--- src/rtl/cpu_sequencer.sv ---
// cpu_sequencer: multi-cycle fetch/decode/exec/wb control sequencer with PC, IR and zero flag
module cpu_sequencer #(
  parameter int PC_W = 4,
  parameter logic [PC_W-1:0] RESET_PC = '0
) (
  input  logic            clk,
  input  logic            reset,
  input  logic [7:0]      instr,
  input  logic            alu_zero,
  input  logic            run,
  input  logic            step,
  output logic [PC_W-1:0] pc,
  output logic [1:0]      rf_raddr_a,
  output logic [1:0]      rf_raddr_b,
  output logic [1:0]      rf_waddr,
  output logic            rf_we,
  output logic [2:0]      alu_op,
  output logic            instr_done,
  output logic            halted
);
  typedef enum logic [2:0] {IDLE, FETCH, DECODE, EXEC, WB, HALT} state_t;
  state_t state;
  state_t nxt;
  logic [7:0] ir;
  logic [3:0] op;
  logic z_flag;
  logic is_alu;
  logic is_jmp;
  assign op = ir[7:4];
  assign is_alu = op >= 4'd1 && op <= 4'd7;
  assign is_jmp = op == 4'd8 || op == 4'd9;
  assign nxt = run ? FETCH : IDLE;
  assign rf_raddr_a = ir[3:2];
  assign rf_raddr_b = ir[1:0];
  assign rf_waddr = ir[3:2];
  assign alu_op = is_alu ? ir[6:4] : 3'd0;
  assign rf_we = state == WB;
  assign halted = state == HALT;
  // retiring cycle: NOP in DECODE, jump in EXEC, ALU op in WB
  assign instr_done = (state == DECODE && !is_alu && !is_jmp && op != 4'hf) ||
                      (state == EXEC && is_jmp) || state == WB;
  always_ff @(posedge clk) begin
    if (!reset) begin
      state <= IDLE;
      pc <= RESET_PC;
      ir <= '0;
      z_flag <= 1'b0;
    end else begin
      case (state)
        IDLE: state <= (run || step) ? FETCH : IDLE;
        FETCH: begin
          ir <= instr;
          pc <= pc + PC_W'(1);
          state <= DECODE;
        end
        DECODE: state <= op == 4'hf ? HALT : (is_alu || is_jmp) ? EXEC : nxt;
        EXEC: begin
          state <= is_alu ? WB : nxt;
          if (op == 4'd8 || (op == 4'd9 && z_flag)) pc <= PC_W'(ir[3:0]);
        end
        WB: begin
          z_flag <= alu_zero;
          state <= nxt;
        end
        HALT: state <= HALT;
        default: state <= IDLE;
      endcase
    end
  end
endmodule

--- config.mk ---
export PLATFORM = sky130hd
export DESIGN_NAME = cpu_sequencer
export DESIGN_NICKNAME = d
export VERILOG_FILES = /design/src/rtl/cpu_sequencer.sv
export SDC_FILE = /design/constraint.sdc
export NUM_CORES = 1
export LEC_CHECK = 0
export CORE_ASPECT_RATIO = 0.7
export CORE_MARGIN = 5
export CORE_UTILIZATION = 40
export DETAILED_ROUTE_END_ITERATION = 16
export PLACE_DENSITY_LB_ADDON = 0.05
export SETUP_SLACK_MARGIN = 0.02
export SYNTH_ARGS = -nofsm -noshare
export SYNTH_HDL_FRONTEND = slang
export SYNTH_SLANG_ARGS = --single-unit
--- constraint.sdc ---
create_clock -name clk -period 2.03 [get_ports clk]
set_input_delay 0.5075 -clock clk [delete_from_list [all_inputs] [get_ports clk]]
set_output_delay 0.5075 -clock clk [all_outputs]
set_load 0.005 [all_outputs]
==> results of run 1 <==
==> sequential cells by signal, indices dropped and copies added, names as in the netlist <==
| signal | count |
|---|---|
| ir | 8 |
| pc | 4 |
| state | 3 |
| z_flag | 1 |
==> what timing repair did <==
| item | CTS | global route |
|---|---|---|
| gates cloned | 0 | 0 |
| setup endpoints to repair | 5 | 6 |
| hold buffers | 0 | 0 |
| pin swaps | 2 | 1 |
| resized for setup | 18 | 11 |
| setup buffers | 1 | 2 |
==> Yosys cell counts, types with 2 or more instances <==
cell	count	area [µm²]
a31oi_1	3	18.8
nand3_1	4	20.0
nand2_1	3	11.3
inv_1	6	22.5
nand3b_1	3	22.5
buf_2	2	10.0
a21oi_1	4	20.0
mux2i_1	9	90.1
nor4_1	3	18.8
o21ai_0	8	40.0
and2b_1	3	22.5
a21o_1	2	15.0
nor2_1	17	63.8
buf_4	8	60.1
dfxtp_1	16	320
nor3_1	2	10.0
==> logic make-up after synthesis <==
kind of cell	after synthesis
adders and majority gates	1
muxes	10
buffers and inverters	18
and+or+nand+nor	43
AOI/OAI and AO/OA	24
DFF	16
==> critical path: stages (launching register included) <==
cell           delay (ps)
dfxtp_4               370
buf_4                 150
nor3b_4               200
o21ai_0               110
o21ai_1               120
dlygate4sd2_1         240
==> layout make-up <==
class | instances | share of cell area [%]
multi-input combinational | 78 | 40.6
timing repair buffer | 38 | 27.0
inverter | 6 | 1.66
tap | 32 | 2.94
sequential | 16 | 25.1
clock buffer | 4 | 2.67
==> where the power goes <==
part / switching [mW] / internal [mW] / leakage, nW
logic: 0.155 / 0.205 / 0.451
clock network: 0.103 / 0.109 / 0.0210
registers: 0.0482 / 0.350 / 0.135
total: 0.306 / 0.664 / 0.607
==> cells in the final DEF (no fill, tap or decap), types with 2 or more instances in the layout <==
cell / instances
clkdlybuf4s50_1: 23
buf_4: 9
nor2_1: 15
inv_1: 6
a21o_1: 2
a31oi_1: 3
nor4_1: 2
dfxtp_1: 9
mux2i_1: 9
a21oi_1: 4
dfxtp_4: 5
nand3_1: 4
clkbuf_4: 3
dlymetal6s2s_1: 4
dfxtp_2: 2
o21ai_0: 7
nand2_1: 2
nand3b_1: 3
and2b_1: 3
==> final timing paths <==
check	start	to	slack, ps
setup / recovery	ir[5]	instr_done	50
hold / removal	z_flag	z_flag	470
setup reg to reg	state[0]	pc[0]	600
hold reg to reg	z_flag	z_flag	470
==> through the flow <==
| stage | area (µm²) | setup TNS, ps | util (%) |
|---|---|---|---|
| final | 1360 | 0 | 62.1 |
| after global routing | 1360 | -44.3 | 62.1 |
| after detailed placement | 1220 | 0 | 55.8 |
| after global placement | 1220 | 0 | 55.8 |
| after CTS | 1310 | 0 | 59.8 |
| after floorplan | 933 | 0 | - |
==> routing by layer <==
layer | GRT usage, % | vias to the layer above | part of all wire (%)
met5 | 0 | - | 0
met4 | 1.01 | 0 | 0.35
met3 | 5.36 | 2 | 5.6
met2 | 22.0 | 27 | 44
met1 | 19.4 | 392 | 50
li1 | - | 447 | -
==> impl_metrics.yaml, run 1 <==
global_route:
  first_global_vias: 825
  grt-ovfl-total: 0
  groute.usage.overall_pct: 14.2
  antenna_found_initial: 0
  grt_pass1_wl_mm: 3.73
  grt_max_degree: 14
logic_synthesis:
  syn-cell-area_um2: 933
  ys.warnings.count: 0
  synth.area.mux_share_pct: 10.9
  async_reset_ff_share_pct: 0
  synth_seq_cells: 16
  syn_area_per_cell_um2: 8.33
  synth_flop_cell: "dfxtp_1"
  syn_inst: 112
  yosys.area_share.xor_xnor_pct: 0
  synth_top_family_by_area: "simple AND/OR/NAND/NOR gates"
  syn_nets: 126
  synth_edf_count: 0
  synth-simple-area-share_pct: 24.8
  seq_area_frac_synth_pct: 34.3
  yosys.area_share.adder_pct: 1.34
  ys_types: 35
  synth-compound-area-share_pct: 17.2
clock_network:
  cts_root_buf: "clkbuf_4"
  clock_sinks: 16
  tritoncts: "built"
  clk_path_buf_depth: 2
  h-tree-depth: 1
  clk_pin_slew_ps: 100
  cts_made_buffers: 3
  clk_latency_ps: 290
worst_setup_path:
  start_kind: "register"
  crit_type: "register to output port"
  cp_max_fo: 6
  cp.required_ps: 1520
  cp-end-kind: "output port"
  cp.arrival_ps: 1470
  reg2reg_depth: 5
layout:
  num_antenna_cells: 0
  final-instance-count-excl-fill: 174
  drive_gt1_share_pct: 23.2
  multi_input_area_um2: 552
  n_fill_cell: 200
  syn2layout_area_growth_pct: 45.7
  fin_nets: 157
  regArea_um2: 342
die:
  die_w_um: 67.7
  dieArea_um2: 3410
  die_h_um: 50.4
  ios: 29
  fp.coreArea_um2: 2190
  start_util_pct: 42.6
  num_rows: 14
placement:
  dpl.cell_count: 167
  place_congestion: 0.815
  portBuffers: 28
  hpwlAfterDp_mm: 1.70
  place_ws_ps: 27.8
sta:
  period_needed_ps: 1980
  final-max-slew-violation-count: 0
  rsz0062_at_grt: "true"
  setup_slack_ps: 53.8
  fmax_ghz: 0.506
  finalSetupViolations: 0
  fin_hold_ws_ps: 467
  hold_viol_final: 0
  worst_pin_slew_ps: 412
  worst_slew_margin_rel_pct: 72.5
  skew_ps: 7.83
  fin_crit_sh_pct: 97.3
drt:
  first_pass_iters: 4
  via_per_inst: 4.99
  ant_nets: 0
  drcViolationCount: 0
  drtIter0Drc: 38
  post_drt_wl_per_cell_um: 13.0
  vias: 868
  wirelength_mm: 2.27
hold_path:
  hold_class: "register to register"
  hold_path_depth: 2
power_and_ir_drop:
  vdd_drop_max_mv: 0.423
  p_per_area_nw_per_um2: 713
  total_power_mw: 0.970
  p_leak_nw: 0.607
job:
  maxCapViolCount: 0
run_status:
  status: "completed"
Power figures use the tool's default switching activity.
==> run 2: changes to the inputs <==
==> constraint.sdc (replaced) <==
create_clock -name clk -period 2.15 [get_ports clk]
set_input_delay 0.5375 -clock clk [delete_from_list [all_inputs] [get_ports clk]]
set_output_delay 0.5375 -clock clk [all_outputs]
set_load 0.005 [all_outputs]
==> impl_metrics.yaml, run 2 (synthesized netlist as in run 1, its figures left out) <==
worst_setup_path:
  cp_num_buf_inv: 2
  crit_type: "register to output port"
  cp_common_cell: "o21ai_0"
  crit_start: "state[1]"
  cp.arrival_ps: 1540
  regToRegEndpoint: "pc[1]"
  r2r_setup_slack_ps: 660
  cp_max_fo: 5
  start_kind: "register"
  critical_path_depth: 5
  rr_startpoint: "state[1]"
  crit_chain: "inv_1 -> nor2_1 -> o21ai_0 -> o21ai_0 -> dlygate4sd2_1"
  cp-end-kind: "output port"
  slowest_stage: "dfxtp_1"
  cp.required_ps: 1610
  crit_end: "instr_done"
  cp_top_family: "flip-flops"
  cp_slowest_stage_delay_ps: 490
  reg2reg_depth: 5
sta:
  fin_tns_setup_ps: 0
  fmax_ghz: 0.481
  period_needed_ps: 2080
  final-max-slew-violation-count: 0
  rsz0062_at_grt: "true"
  skew_ps: 3.94
  fin_crit_sh_pct: 96.7
  worst_pin_slew_ps: 429
  worst_slew_margin_rel_pct: 71.4
  finalSetupViolations: 0
  hold_viol_final: 0
drt:
  drtIter0Drc: 18
  ant_nets: 0
  post_drt_wl_per_cell_um: 13.4
  via_per_inst: 4.87
  drcViolationCount: 0
  vias: 818
  wirelength_mm: 2.25
  first_pass_iters: 2
power_and_ir_drop:
  p_leak_nw: 0.499
  vdd_drop_max_mv: 0.451
  p_per_area_nw_per_um2: 700
  total_power_mw: 0.898
clock_network:
  tritoncts: "built"
  clk_path_buf_depth: 2
  cts_made_buffers: 3
  clk_pin_slew_ps: 100
  cts_root_buf: "clkbuf_4"
  clk_latency_ps: 290
  clock_sinks: 16
  h-tree-depth: 1
  cts_setup_buffers: 0
job:
  maxCapViolCount: 0
die:
  die_h_um: 50.4
  num_rows: 14
  ios: 29
  fp.coreArea_um2: 2190
  die_w_um: 67.7
  start_util_pct: 42.6
  dieArea_um2: 3410
layout:
  final_util_pct: 58.6
  reg_top3: "ir: 8 flops, pc: 4 flops, state: 3 flops"
  largest_reg_flops: 8
  fin_nets: 151
  n_fill_cell: 209
  design_area_um2: 1280
  drive_gt1_share_pct: 17.6
  top_register: "ir"
  regArea_um2: 337
  syn2layout_area_growth_pct: 37.4
  num_antenna_cells: 0
  final-instance-count-excl-fill: 168
  layout_commonest_cell: "clkdlybuf4s50_1"
  layout_common_cells: "27 x clkdlybuf4s50_1, 15 x nor2_1, 11 x dfxtp_1"
  multi_input_area_um2: 538
global_route:
  first_global_vias: 791
  groute.usage.overall_pct: 14.5
  antenna_found_initial: 0
  grt_max_degree: 14
  grt-ovfl-total: 0
  grt_pass1_wl_mm: 3.79
placement:
  hpwlAfterDp_mm: 1.68
  portBuffers: 28
  place_congestion: 0.788
  dpl.cell_count: 164
  placed_cell_area_um2: 1200
run_status:
  status: "completed"
hold_path:
  hold_class: "register to register"
  holdCritStartpoint: "z_flag"
run 2: layout make-up:
cell class,count,share of cell area [%]
Sequential cell,16,26.2
Timing Repair Buffer,32,24.1
Multi-Input combinational cell,78,42.0
Inverter,6,1.76
Clock buffer,4,2.83
Tap cell,32,3.12
run 2: how the worst min path moves through the flow:
| stage | to | cells after the start |
|---|---|---|
| 2_1_floorplan | z_flag | 2 |
| 3_5_place_dp | z_flag | 2 |
| 6_report | z_flag | 2 |
| 4_1_cts | z_flag | 2 |
| 5_1_grt | z_flag | 2 |
| 3_3_place_gp | z_flag | 2 |
run 2: timing repair:
item | in CTS | in global routing
endpoints found under the setup margin | 3 | 3
hold buffers | 0 | 0
resized for setup | 12 | 5
run 2: layer usage:
metal / track usage, % / vias up / part of all wire [%] / wire length, µm
met4: 2.02 / 0 / 0 / 0
met2: 19.9 / 19 / 40 / 911
li1: - / 438 / - / -
met5: 0 / - / 0 / 0
met3: 5.36 / 0 / 4.2 / 94
met1: 21.8 / 361 / 55 / 1250
run 2: tightest hold or removal path, cell delays in order (launching register included):
cell and delay [ps]:
dfxtp_1 320, nand2_1 50, a21oi_1 60
run 2: through the flow:
stage / setup WS, ps / hold WS [ps]
floorplan: 569 / 431
global placement: 130 / 443
detailed placement: 103 / 450
CTS: 41.3 / 465
global route: -31.9 / 497
finish: 71.0 / 463
run 2: power breakdown:
group	leakage [nW]	total, mW	internal (mW)	switching [mW]
Sequential	0.134	0.387	0.330	0.0570
Clock	0.0210	0.205	0.103	0.102
Combinational	0.344	0.306	0.176	0.130
